## src/rtl/fadd_scheduler.sv

```systemverilog
// Round-robin scheduler sharing one pipelined FP adder among several requesters.
// Tags travel beside the adder pipeline so each result returns to its owner.
module fadd_scheduler #(
    parameter int exponent_width = 8,
    parameter int fraction_width = 23,
    parameter int num_req        = 4,
    parameter int add_latency    = 3,
    localparam int W  = exponent_width + fraction_width + 1,
    localparam int IW = $clog2(num_req)
) (
    input  logic                 clk,
    input  logic                 rst_clk,
    input  logic [num_req-1:0]   req_valid,
    input  logic [num_req*W-1:0] req_a,
    input  logic [num_req*W-1:0] req_b,
    output logic [num_req-1:0]   req_ready,
    output logic                 add_valid,
    output logic [W-1:0]         add_a,
    output logic [W-1:0]         add_b,
    input  logic [W-1:0]         add_c,
    output logic [num_req-1:0]   rsp_valid,
    output logic [W-1:0]         rsp_c,
    output logic [3:0]           in_flight
);

    logic [IW-1:0]      last_grant;
    logic [IW-1:0]      grant_idx;
    logic               grant_any;
    logic [IW-1:0]      issue_idx;
    logic [add_latency-1:0] tag_valid;
    logic [IW-1:0]      tag_idx [add_latency];
    logic               ret;

    assign ret = tag_valid[add_latency-1];

    // Round-robin pick: first valid requester after the last grant.
    always_comb begin
        int cand;
        cand      = 0;
        grant_any = 1'b0;
        grant_idx = '0;
        req_ready = '0;
        for (int off = 1; off <= num_req; off++) begin
            cand = int'(last_grant) + off;
            if (cand >= num_req)
                cand = cand - num_req;
            if (!grant_any && req_valid[cand]) begin
                grant_any = 1'b1;
                grant_idx = IW'(cand);
            end
        end
        if (rst_clk)
            grant_any = 1'b0;
        if (grant_any)
            req_ready[grant_idx] = 1'b1;
    end

    // Register the granted operands toward the adder and advance the pointer.
    always_ff @(posedge clk) begin
        if (rst_clk) begin
            last_grant <= IW'(num_req - 1);
            add_valid  <= 1'b0;
            add_a      <= '0;
            add_b      <= '0;
            issue_idx  <= '0;
        end else begin
            add_valid <= grant_any;
            if (grant_any) begin
                last_grant <= grant_idx;
                issue_idx  <= grant_idx;
                add_a      <= req_a[grant_idx*W +: W];
                add_b      <= req_b[grant_idx*W +: W];
            end
        end
    end

    // Tag pipeline aligned so its last stage coincides with add_c.
    always_ff @(posedge clk) begin
        if (rst_clk) begin
            tag_valid <= '0;
            for (int i = 0; i < add_latency; i++)
                tag_idx[i] <= '0;
        end else begin
            tag_valid[0] <= add_valid;
            tag_idx[0]   <= issue_idx;
            for (int i = 1; i < add_latency; i++) begin
                tag_valid[i] <= tag_valid[i-1];
                tag_idx[i]   <= tag_idx[i-1];
            end
        end
    end

    // Capture the adder result only when a live tag emerges.
    always_ff @(posedge clk) begin
        if (rst_clk) begin
            rsp_valid <= '0;
            rsp_c     <= '0;
        end else begin
            rsp_valid <= '0;
            if (ret) begin
                rsp_valid[tag_idx[add_latency-1]] <= 1'b1;
                rsp_c <= add_c;
            end
        end
    end

    // Outstanding-operation count from grant to result capture.
    always_ff @(posedge clk) begin
        if (rst_clk) begin
            in_flight <= 4'd0;
        end else begin
            case ({grant_any, ret})
                2'b10:   in_flight <= in_flight + 4'd1;
                2'b01:   in_flight <= in_flight - 4'd1;
                default: in_flight <= in_flight;
            endcase
        end
    end

endmodule

```

## config.mk

```make
export PLATFORM = sky130hd
export DESIGN_NAME = fadd_scheduler
export DESIGN_NICKNAME = d
export VERILOG_FILES = /design/src/rtl/fadd_scheduler.sv
export SDC_FILE = /design/constraint.sdc
export NUM_CORES = 1
export LEC_CHECK = 0
export ABC_AREA = 0
export BUFFER_PORTS_ARGS = -buffer_cell sky130_fd_sc_hd__clkbuf_2
export CORE_AREA = 2 2 158 160
export DETAILED_ROUTE_END_ITERATION = 10
export DIE_AREA = 0 0 160 162
export GPL_ROUTABILITY_DRIVEN = 0
export PLACE_DENSITY_LB_ADDON = 0.12
export SLEW_MARGIN = 15
export SYNTH_ARGS = -nofsm -noshare
export SYNTH_HDL_FRONTEND = slang
export SYNTH_SLANG_ARGS = --single-unit
```

## constraint.sdc

```tcl
create_clock -name clk -period 2.8 [get_ports clk]
set_input_delay 0.56 -clock clk [delete_from_list [all_inputs] [get_ports clk]]
set_output_delay 0.56 -clock clk [all_outputs]
set_load 0.02 [all_outputs]
```

---- Word-level counts from Yosys, hierarchy flattened ----
Memory sizes are Yosys's and may differ from the RTL's.
Cells that the tools add are included.
cells by class
  add/subtract/negate cells ............... 10
  order comparisons ....................... 12
  eq/ne operators ......................... 2
  shift operators ......................... 2
  muxes and demuxes ....................... 37
  bitwise operators ....................... 4
  reductions and logical operators ........ 10
operator list
  kind                                                                                 number
  128-bit by 8-bit variable part select with 32-bit output                             2
  32-bit by 4-bit less-than comparator with 1-bit output, second input constant        4
  32-bit 2-to-1 mux                                                                    4
  1-bit 2-to-1 mux                                                                     18
  2-bit 2-to-1 mux                                                                     7
  3-bit by 3-bit subtractor with 4-bit output, second input constant                   3
  3-bit greater-or-equal comparator, second input constant                             3
  1-bit binary-select mux with 2-bit select                                            4
  4-bit one-hot mux with 2 select lines                                                1
  2-bit by 2-bit adder with 3-bit output, second input constant                        2
  2-bit by 3-bit less-than comparator with 1-bit output, second input constant         2
  1-bit logical AND                                                                    5
  4-bit by 3-bit subtractor with 5-bit output, second input constant                   1
  2-bit by 3-bit adder with 4-bit output, second input constant                        1
  4-bit by 1-bit adder with 4-bit output, second input constant                        1
  1-bit demux with 2-bit select                                                        2
  2-bit by 1-bit greater-or-equal comparator with 1-bit output, second input constant  2
  4-bit by 3-bit greater-or-equal comparator with 1-bit output, second input constant  1
  4-bit 2-to-1 mux                                                                     1
  4-bit by 1-bit subtractor with 4-bit output, second input constant                   1
  2-bit by 1-bit adder with 3-bit output, second input constant                        1
  1-bit logical NOT                                                                    3
  1-bit bitwise OR                                                                     3
  2-bit by 1-bit equality test with 1-bit output, second input constant                1
  4 further kinds                                                                      4
word-level totals
  register bits ........................... 112
  RAM bits ................................ 6
  input bits .............................. 294
  output and inout port bits .............. 109
  logic and storage cells ................. 87
  memories kept ........................... 1
memories
  name     words  width  rd ports  clocked after memory_dff  write ports  line  RTL
  tag_idx  3      2      3         0                         3            31    logic [IW-1:0] tag_idx [add_latency];

---- Depth between registers and ports, before layout ----
Gate-level depths: netlist (run 1).
  depth in word-level cells ............... 21
  gate-level depth with buffers ........... 10
  gate-level depth less buffers ........... 10

---- Least setup slack after synthesis (run 1) ----
Ideal clock, no wire load.
  kind .................................... in2out
  start point ............................. input port req_valid[3]
  end point ............................... output port req_ready[0]
  arrival ................................. 1.978 ns
  data required time ...................... 2.240 ns
  slack ................................... 0.262 ns
  stages on the path ...................... 8
  path buffers ............................ 3
  path through ............................ nor2_1 a31o_2 or2_1 buf_2 nand2_2 buf_4 buf_2 nor3_1
between the ends
  cells in the longest elaborated chain, start to end .. 18
  elaborated cells on any way between the ends .. 33
  classes of those cells .................. order compare: 2; mux: 24; reduce/logical: 7
ends and longest elaborated chain
  what                                                                                                                                                                line  RTL
  start, declared                                                                                                                                                     13    input logic [num_req-1:0] req_valid,
  1-bit binary-select mux with 2-bit select                                                                                                                           47    if (!grant_any && req_valid[cand]) begin
  1-bit 2-to-1 mux (not written as such) (2 in series)                                                                                                                47
  1-bit 2-to-1 mux                                                                                                                                                    47
  1-bit logical NOT                                                                                                                                                   47
  1-bit logical AND                                                                                                                                                   47
  1-bit 2-to-1 mux                                                                                                                                                    47
  1-bit logical NOT                                                                                                                                                   47
  1-bit logical AND                                                                                                                                                   47
  1-bit 2-to-1 mux                                                                                                                                                    47
  1-bit logical NOT                                                                                                                                                   47
  1-bit logical AND                                                                                                                                                   47
  2-bit 2-to-1 mux                                                                                                                                                    47
  2-bit by 3-bit less-than comparator with 1-bit output (not written as such) / 2-bit by 1-bit greater-or-equal comparator with 1-bit output (equally long branches)  55    req_ready[grant_idx] = 1'b1;
  1-bit logical AND (not written as such)                                                                                                                             55
  1-bit 2-to-1 mux (not written as such)                                                                                                                              55
  1-bit demux with 2-bit select                                                                                                                                       55
  4-bit 2-to-1 mux (*)                                                                                                                                                54    if (grant_any)
  end, declared                                                                                                                                                       16    output logic [num_req-1:0] req_ready,
Every way passes the cells marked *; elsewhere a longest branch is shown, timed or not. The select of a mux whose other input is x is not followed.

---- Worst setup path in the final report (run 1) ----
  start point ............................. register last_grant[1]
  end point ............................... output port req_ready[2]
between the ends
  cells in the longest elaborated chain, start to end .. 21
  elaborated cells on any way between the ends .. 49
  classes of those cells .................. add/sub: 8; order compare: 6; mux: 28; reduce/logical: 7
ends and longest elaborated chain
  what                                                                                                                                                                line    RTL
  start, declared                                                                                                                                                     26      logic [IW-1:0] last_grant;
  start signal, assigned                                                                                                                                              61      last_grant <= IW'(num_req - 1);
  start signal, assigned                                                                                                                                              69      last_grant <= grant_idx;
  2-bit by 1-bit adder with 3-bit output                                                                                                                              44      cand = int'(last_grant) + off;
  3-bit by 3-bit subtractor with 4-bit output / 3-bit greater-or-equal comparator (equally long branches)                                                             46, 45
  32-bit 2-to-1 mux                                                                                                                                                   45      if (cand >= num_req)
  1-bit binary-select mux with 2-bit select                                                                                                                           47
  1-bit 2-to-1 mux (not written as such) (2 in series)                                                                                                                47
  1-bit 2-to-1 mux                                                                                                                                                    47
  1-bit logical NOT                                                                                                                                                   47
  1-bit logical AND                                                                                                                                                   47
  (+4 left out)                                                                                                                                                       n/a
  1-bit logical NOT                                                                                                                                                   47
  1-bit logical AND                                                                                                                                                   47
  2-bit 2-to-1 mux                                                                                                                                                    47
  2-bit by 3-bit less-than comparator with 1-bit output (not written as such) / 2-bit by 1-bit greater-or-equal comparator with 1-bit output (equally long branches)  55
  1-bit logical AND (not written as such)                                                                                                                             55
  1-bit 2-to-1 mux (not written as such)                                                                                                                              55
  1-bit demux with 2-bit select                                                                                                                                       55
  4-bit 2-to-1 mux (*)                                                                                                                                                54
Marked as above.

==> metrics.txt, run 1 <==
EDFF count, synth=0; Netlist cell types=40; Worst Path Arrival=2.04 ns; cts bufs inserted=17; layout cells sized above 1=0.424; worst min-delay path class=in -> reg; DRC Markers=0; Synth Register Bits=118; PwrDens=595 nW/um^2; Mapped Area=6590 sq um; Overflow after GRT=0; Reg2Reg Setup Slack=0.55 ns; PostCTS Resize Cnt=0; Slew headroom=0.612; Die ar.=25900 sq um; CTS H-tree depth=4; routed vias=6572; clock latency on the worst-skew pair=0.42 ns; Avg Vias per Cell=4.62; RSZ-0062 raised after global routing=no; vias in the first global route=6651; clk root buf=clkbuf_16; CP max FO=8; Critical Path RT=2.24 ns; Seq/Total Area, Yosys=0.359; initial antenna violation count=3; Slew Limit Fails=0; PortBufs=402; initial core utilization=0.273; r2r endpoint=add_a[7]; Final period util=0.929; final setup fails=0; cells on worst reg2reg path=7; CTS max path bufs=2; Total Power=5660 uW; final wirelength=23900 um; IO Count=403; Hold WS=0.377 ns; reg2reg start=last_grant[1]; die height=162 um; TritonCTS Sinks=118; worst slew pin tran=0.582 ns; CP endpoint kind=output pin; status=completed; die width=160 um; Ys Warns=0; final instance area=9520 sq um; clock-pin slew on the worst setup and hold paths=0.07 ns; MaxCap Viol Count=0; setup tns final=0 ns; FMAX=0.385 GHz; Total GRT Usage=0.182; Syn-to-layout area delta=44.5%; row cnt=57; Worst Setup EP=req_ready[2]; skew final=0.0109 ns; Hold Violations, Final=0; ys async rst share=0; Crit Path Class=reg -> out; Placeable Area=24100 sq um; post-synth net total=1004; Mapped Cells=707; dpl cell area=8920 sq um; CP startpoint=last_grant[1]; net total in the final layout=1381; Max IR drop VDD=337 uV; hold_buf cts=0; WL/cell=16.8 um; DRT Pass-1 Iters=4; post-CTS setup buffer count=0; CP Launch Type=flip-flop; dpl ws=0.164 ns; most common flop cell mapped by yosys=dfxtp_1; post-DP HPWL=17800 um; leak pwr=0.00449 uW; Final ANT Viol Nets=0; TritonCTS clock tree=built; DR iter-0 viols=312; syn_area_per_cell=9.31 sq um; fin crit period=2.60 ns; Setup WS post-layout=0.200 ns; largest net degree at the start of global routing=85; first-pass GRT wire length=37100 um
## Yosys cell counts (2+ instances only)
| library cell | n | area [sq um] |
|---|---|---|
| o21ai_0 | 9 | 45.0 |
| nor4bb_1 | 4 | 40.0 |
| nor3_1 | 2 | 10.0 |
| buf_4 | 8 | 60.1 |
| nor2_1 | 40 | 150 |
| o21a_1 | 3 | 22.5 |
| mux2i_1 | 156 | 1560 |
| nor3b_1 | 116 | 871 |
| nand2_1 | 67 | 251 |
| buf_6 | 7 | 78.8 |
| buf_2 | 10 | 50.1 |
| xor2_1 | 3 | 26.3 |
| a211oi_1 | 15 | 113 |
| dfxtp_1 | 118 | 2360 |
| clkbuf_1 | 34 | 128 |
| ha_1 | 3 | 37.5 |
| nor4_1 | 2 | 12.5 |
| nand2b_1 | 2 | 12.5 |
| nor2b_1 | 10 | 62.6 |
| a21oi_1 | 6 | 30.0 |
| inv_1 | 10 | 37.5 |
| buf_1 | 4 | 15.0 |
| o211ai_1 | 61 | 458 |
## per-layer routing
layer / up-vias / global-route usage / routed length (um)
li1: 3325 / - / -
met1: 2954 / 0.224 / 10200
met2: 267 / 0.305 / 11600
met3: 26 / 0.0513 / 1600
met4: 0 / 0.0635 / 453
met5: - / 0 / 0
## sequential cells by signal, indices dropped and copies added (netlist names)
signal and flops:
add_a 32, add_b 32, rsp_c 32, tag_idx 6, in_flight 4, rsp_valid 4
tag_valid 3, issue_idx 2, last_grant 2, add_valid 1
## report_power, final
group	total [uW]	switching, uW	internal (uW)	leakage (uW)
combinational	1500	864	641	0.00324
clock	2200	939	1260	0.000279
sequential	1960	101	1860	0.000972
## worst max-delay path, stage by stage (launching register included)
cell and delay [ns]:
dfxtp_2 0.43, nand2_1 0.09, a31o_2 0.29, or2_1 0.33, nor4_1 0.25, clkbuf_2 0.24
## metrics by stage
stage,util,instances
after global routing,0.395,1424
final,0.395,1424
after detailed placement,0.370,1389
after floorplan,-,707
after CTS,0.394,1421
after global placement,0.370,1389
## layout by cell type (no fill, tap or decap), types with 4 or more instances in the layout
cell,instances
inv_1,10
clkbuf_2,402
inv_6,10
nor2_1,39
nand2_1,67
buf_4,13
mux2i_1,156
nor3b_1,116
nor2b_1,10
o21ai_0,8
dfxtp_1,116
a211oi_1,15
a21oi_1,6
o211ai_1,61
buf_12,7
clkbuf_16,17
nor4bb_1,4
## worst min path at each step
stage               endpoint          start  slack (ns)  cells after the start
6_report           rsp_c[12]      add_c[12]        0.38                      3
2_1_floorplan  tag_idx[0][2]  tag_idx[0][0]        0.41                      1
3_5_place_dp    tag_valid[1]   tag_valid[0]        0.43                      1
4_1_cts            rsp_c[12]      add_c[12]        0.35                      3
3_3_place_gp    tag_valid[1]   tag_valid[0]        0.42                      1
5_1_grt             rsp_c[9]       add_c[9]        0.36                      3
## cells by family (layout without fill, tap and decap cells)
family,count (synthesis),in the layout,share of synthesized area
AOI/OAI and AO/OA,103,103,0.114
DFF,118,118,0.359
other,0,3,0
and+or+nand+nor,249,249,0.220
muxes,157,157,0.239
buffers and inverters,74,464,0.0583
adders and majority gates,3,3,0.00570
xor gates and xnor gates,3,3,0.00399
## layout make-up
cell class,count,area (sq um)
Fill cell,2579,14600
Multi-Input combinational cell,515,3870
Sequential cell,118,2360
Timing Repair Buffer,422,2250
Clock buffer,17,425
Tap cell,324,405
Clock inverter,15,153
Inverter,10,37.5
Antenna cell,3,7.51
(Power assumes the default switching activity.)
==> inputs of run 2 (changes only) <==
--- a/config.mk
+++ b/config.mk
@@ -7,6 +7,8 @@
 export LEC_CHECK = 0
 export ABC_AREA = 0
 export BUFFER_PORTS_ARGS = -buffer_cell sky130_fd_sc_hd__clkbuf_2
+export CELL_PAD_IN_SITES_DETAIL_PLACEMENT = 1
+export CELL_PAD_IN_SITES_GLOBAL_PLACEMENT = 1
 export CORE_AREA = 2 2 158 160
 export DETAILED_ROUTE_END_ITERATION = 10
 export DIE_AREA = 0 0 160 162
==> run 2 against run 1 <==
Clock power is 10% higher. Utilization is 0.40 points higher. Register-to-register slack hardly changed. Final cell count increased by 0.42%. Routed wire length grew 6.8%. Global-route usage increased by 1.2 points. Worst setup slack worse by 0.0052 ns. Count of clock-buffer cells in the layout is the same. Highest routed layer unchanged.
==> metrics.txt, run 2 (synthesized netlist as in run 1, its figures left out) <==
setup tns final=0 ns (unchanged); MaxCap Viol Count=0 (unchanged); Die ar.=25900 sq um (unchanged); most frequent cells in the layout=clkbuf_2, mux2i_1, nor3b_1, dfxtp_1, nand2_1; CP Launch Type=flip-flop; CTS max path bufs=2 (unchanged); status=completed; critical path's top delay family=simple AND/OR/NAND/NOR gates; TritonCTS Sinks=118 (unchanged); Avg Vias per Cell=4.72 (+2.2%); Overflow after GRT=0 (unchanged); CP max FO=8 (unchanged); row cnt=57 (unchanged); largest net degree at the start of global routing=69 (-19%); PortBufs=402 (unchanged); final wirelength=25500 um (+6.8%); Critical Path, Cell by Cell=nand2_1 -> a31o_2 -> or2_1 -> nor4_1 -> clkbuf_2; Crit Path Class=reg -> out; top flop regs=add_a x32, add_b x32, rsp_c x32; DRC Markers=0 (unchanged); routed vias=6743 (+2.6%); Seq. cell area=2360 sq um (unchanged); clock latency on the worst-skew pair=0.42 ns (about the same); leak pwr=0.00455 uW (+1.4%); die width=160 um (unchanged); Hold WS=0.380 ns (+0.00310 ns); clk root buf=clkbuf_16; Critical Path RT=2.24 ns (about the same); area of the multi-input gates=3870 sq um (unchanged); Slew headroom=0.394 (-0.218); first-pass GRT wire length=39400 um (+6.2%); Setup WS post-layout=0.194 ns (-0.00521 ns); Placeable Area=24100 sq um (unchanged); RSZ-0062 raised after global routing=no; buffer and inverter count on the worst path=1 (unchanged); initial core utilization=0.273 (unchanged); clock-pin slew on the worst setup and hold paths=0.06 ns (about the same); Final period util=0.931 (+0.00186); net total in the final layout=1390 (+0.65%); PwrDens=614 nW/um^2 (+3.2%); cts bufs inserted=17 (unchanged); Slew Limit Fails=0 (unchanged); IO Count=403 (unchanged); dpl ws=0.248 ns (+0.0845 ns); Max IR drop VDD=365 uV (+8.3%); die height=162 um (unchanged); initial antenna violation count=0 (-3); dpl cell area=8960 sq um (+0.48%); vias in the first global route=7108 (+6.9%); fin crit period=2.61 ns (+0.00521 ns); layout cells sized above 1=0.429 (+0.00469); worst slew pin tran=0.909 ns (+0.327 ns); fillers=2956 (+15%); Hold Violations, Final=0 (unchanged); DR iter-0 viols=266 (-15%); commonest non-fill, non-tap cell in the layout=clkbuf_2; Total GRT Usage=0.194 (+0.0119); Worst Path Arrival=2.05 ns (about the same); CP max-delay cell=dfxtp_2; CP endpoint kind=output pin; post-CTS setup buffer count=0 (unchanged); WL/cell=17.8 um (+6.3%); FMAX=0.384 GHz (-0.20%); worst min-delay path class=in -> reg; diode count=0 (-3); DRT Pass-1 Iters=4 (unchanged); TritonCTS clock tree=built; delay of the slowest cell on the worst path=0.44 ns (about the same); Final ANT Viol Nets=0 (unchanged); post-DP HPWL=19500 um (+10%); final setup fails=0 (unchanged); Syn-to-layout area delta=46.0%; skew final=0.00918 ns (-0.00173 ns); CTS H-tree depth=4 (unchanged); final instance area=9610 sq um (+1.0%)
==> run 2: metal layers <==
metal | vias to the layer above | part of all wire | global-route usage | wire (um)
met5 | - | 0 | 0 | 0
li1 | 3334 | - | - | -
met1 | 3157 | 0.41 | 0.220 | 10400
met3 | 21 | 0.070 | 0.0600 | 1800
met4 | 0 | 0.015 | 0.0512 | 386
met2 | 231 | 0.51 | 0.352 | 12900
==> run 2: area by class of cell <==
class	instances	area share
multi-input cells	515	0.403
flip-flops and latches	118	0.246
repair buffers	431	0.238
clock buffers	17	0.0442
well taps	324	0.0422
clock inverters	15	0.0224
inverters	10	0.00390
==> run 2: through the flow <==
| step | utilization | std cells | total power, uW |
|---|---|---|---|
| after floorplan | - | 707 | 2920 |
| after global placement | 0.372 | 1398 | 3520 |
| after detailed placement | 0.372 | 1398 | 3530 |
| after CTS | 0.398 | 1430 | 5990 |
| after global routing | 0.399 | 1430 | 6210 |
| final | 0.399 | 1430 | 5900 |
==> run 2: worst paths after layout <==
check	startpoint	slack, ns	depth (start not counted)	end
setup / recovery	last_grant[1]	0.19	5	req_ready[2]
setup reg to reg	last_grant[1]	0.55	6	add_a[23]
hold / removal	add_c[11]	0.38	3	rsp_c[11]
hold reg to reg	tag_valid[1]	0.44	1	tag_valid[2]
==> run 2: repair_timing <==
action / 4_1_cts / 5_1_grt
endpoints found under the setup margin: 0 / 4
resized for setup: 0 / 2
hold buffers: 0 / 0
==> run 2: power by group <==
group / internal [uW] / switching [uW] / total [uW]
Clock: 1520 / 904 / 2420
Sequential: 1860 / 98.8 / 1960
Combinational: 640 / 884 / 1520
Total: 4010 / 1890 / 5900
==> run 2: worst register-to-register path, stage by stage, from the launching register on <==
cell and delay, ns:
dfxtp_2 0.44, mux2i_1 0.33, o22ai_4 0.19, a21oi_4 0.36
buf_4 0.40, mux2i_1 0.30, o211ai_1 0.10
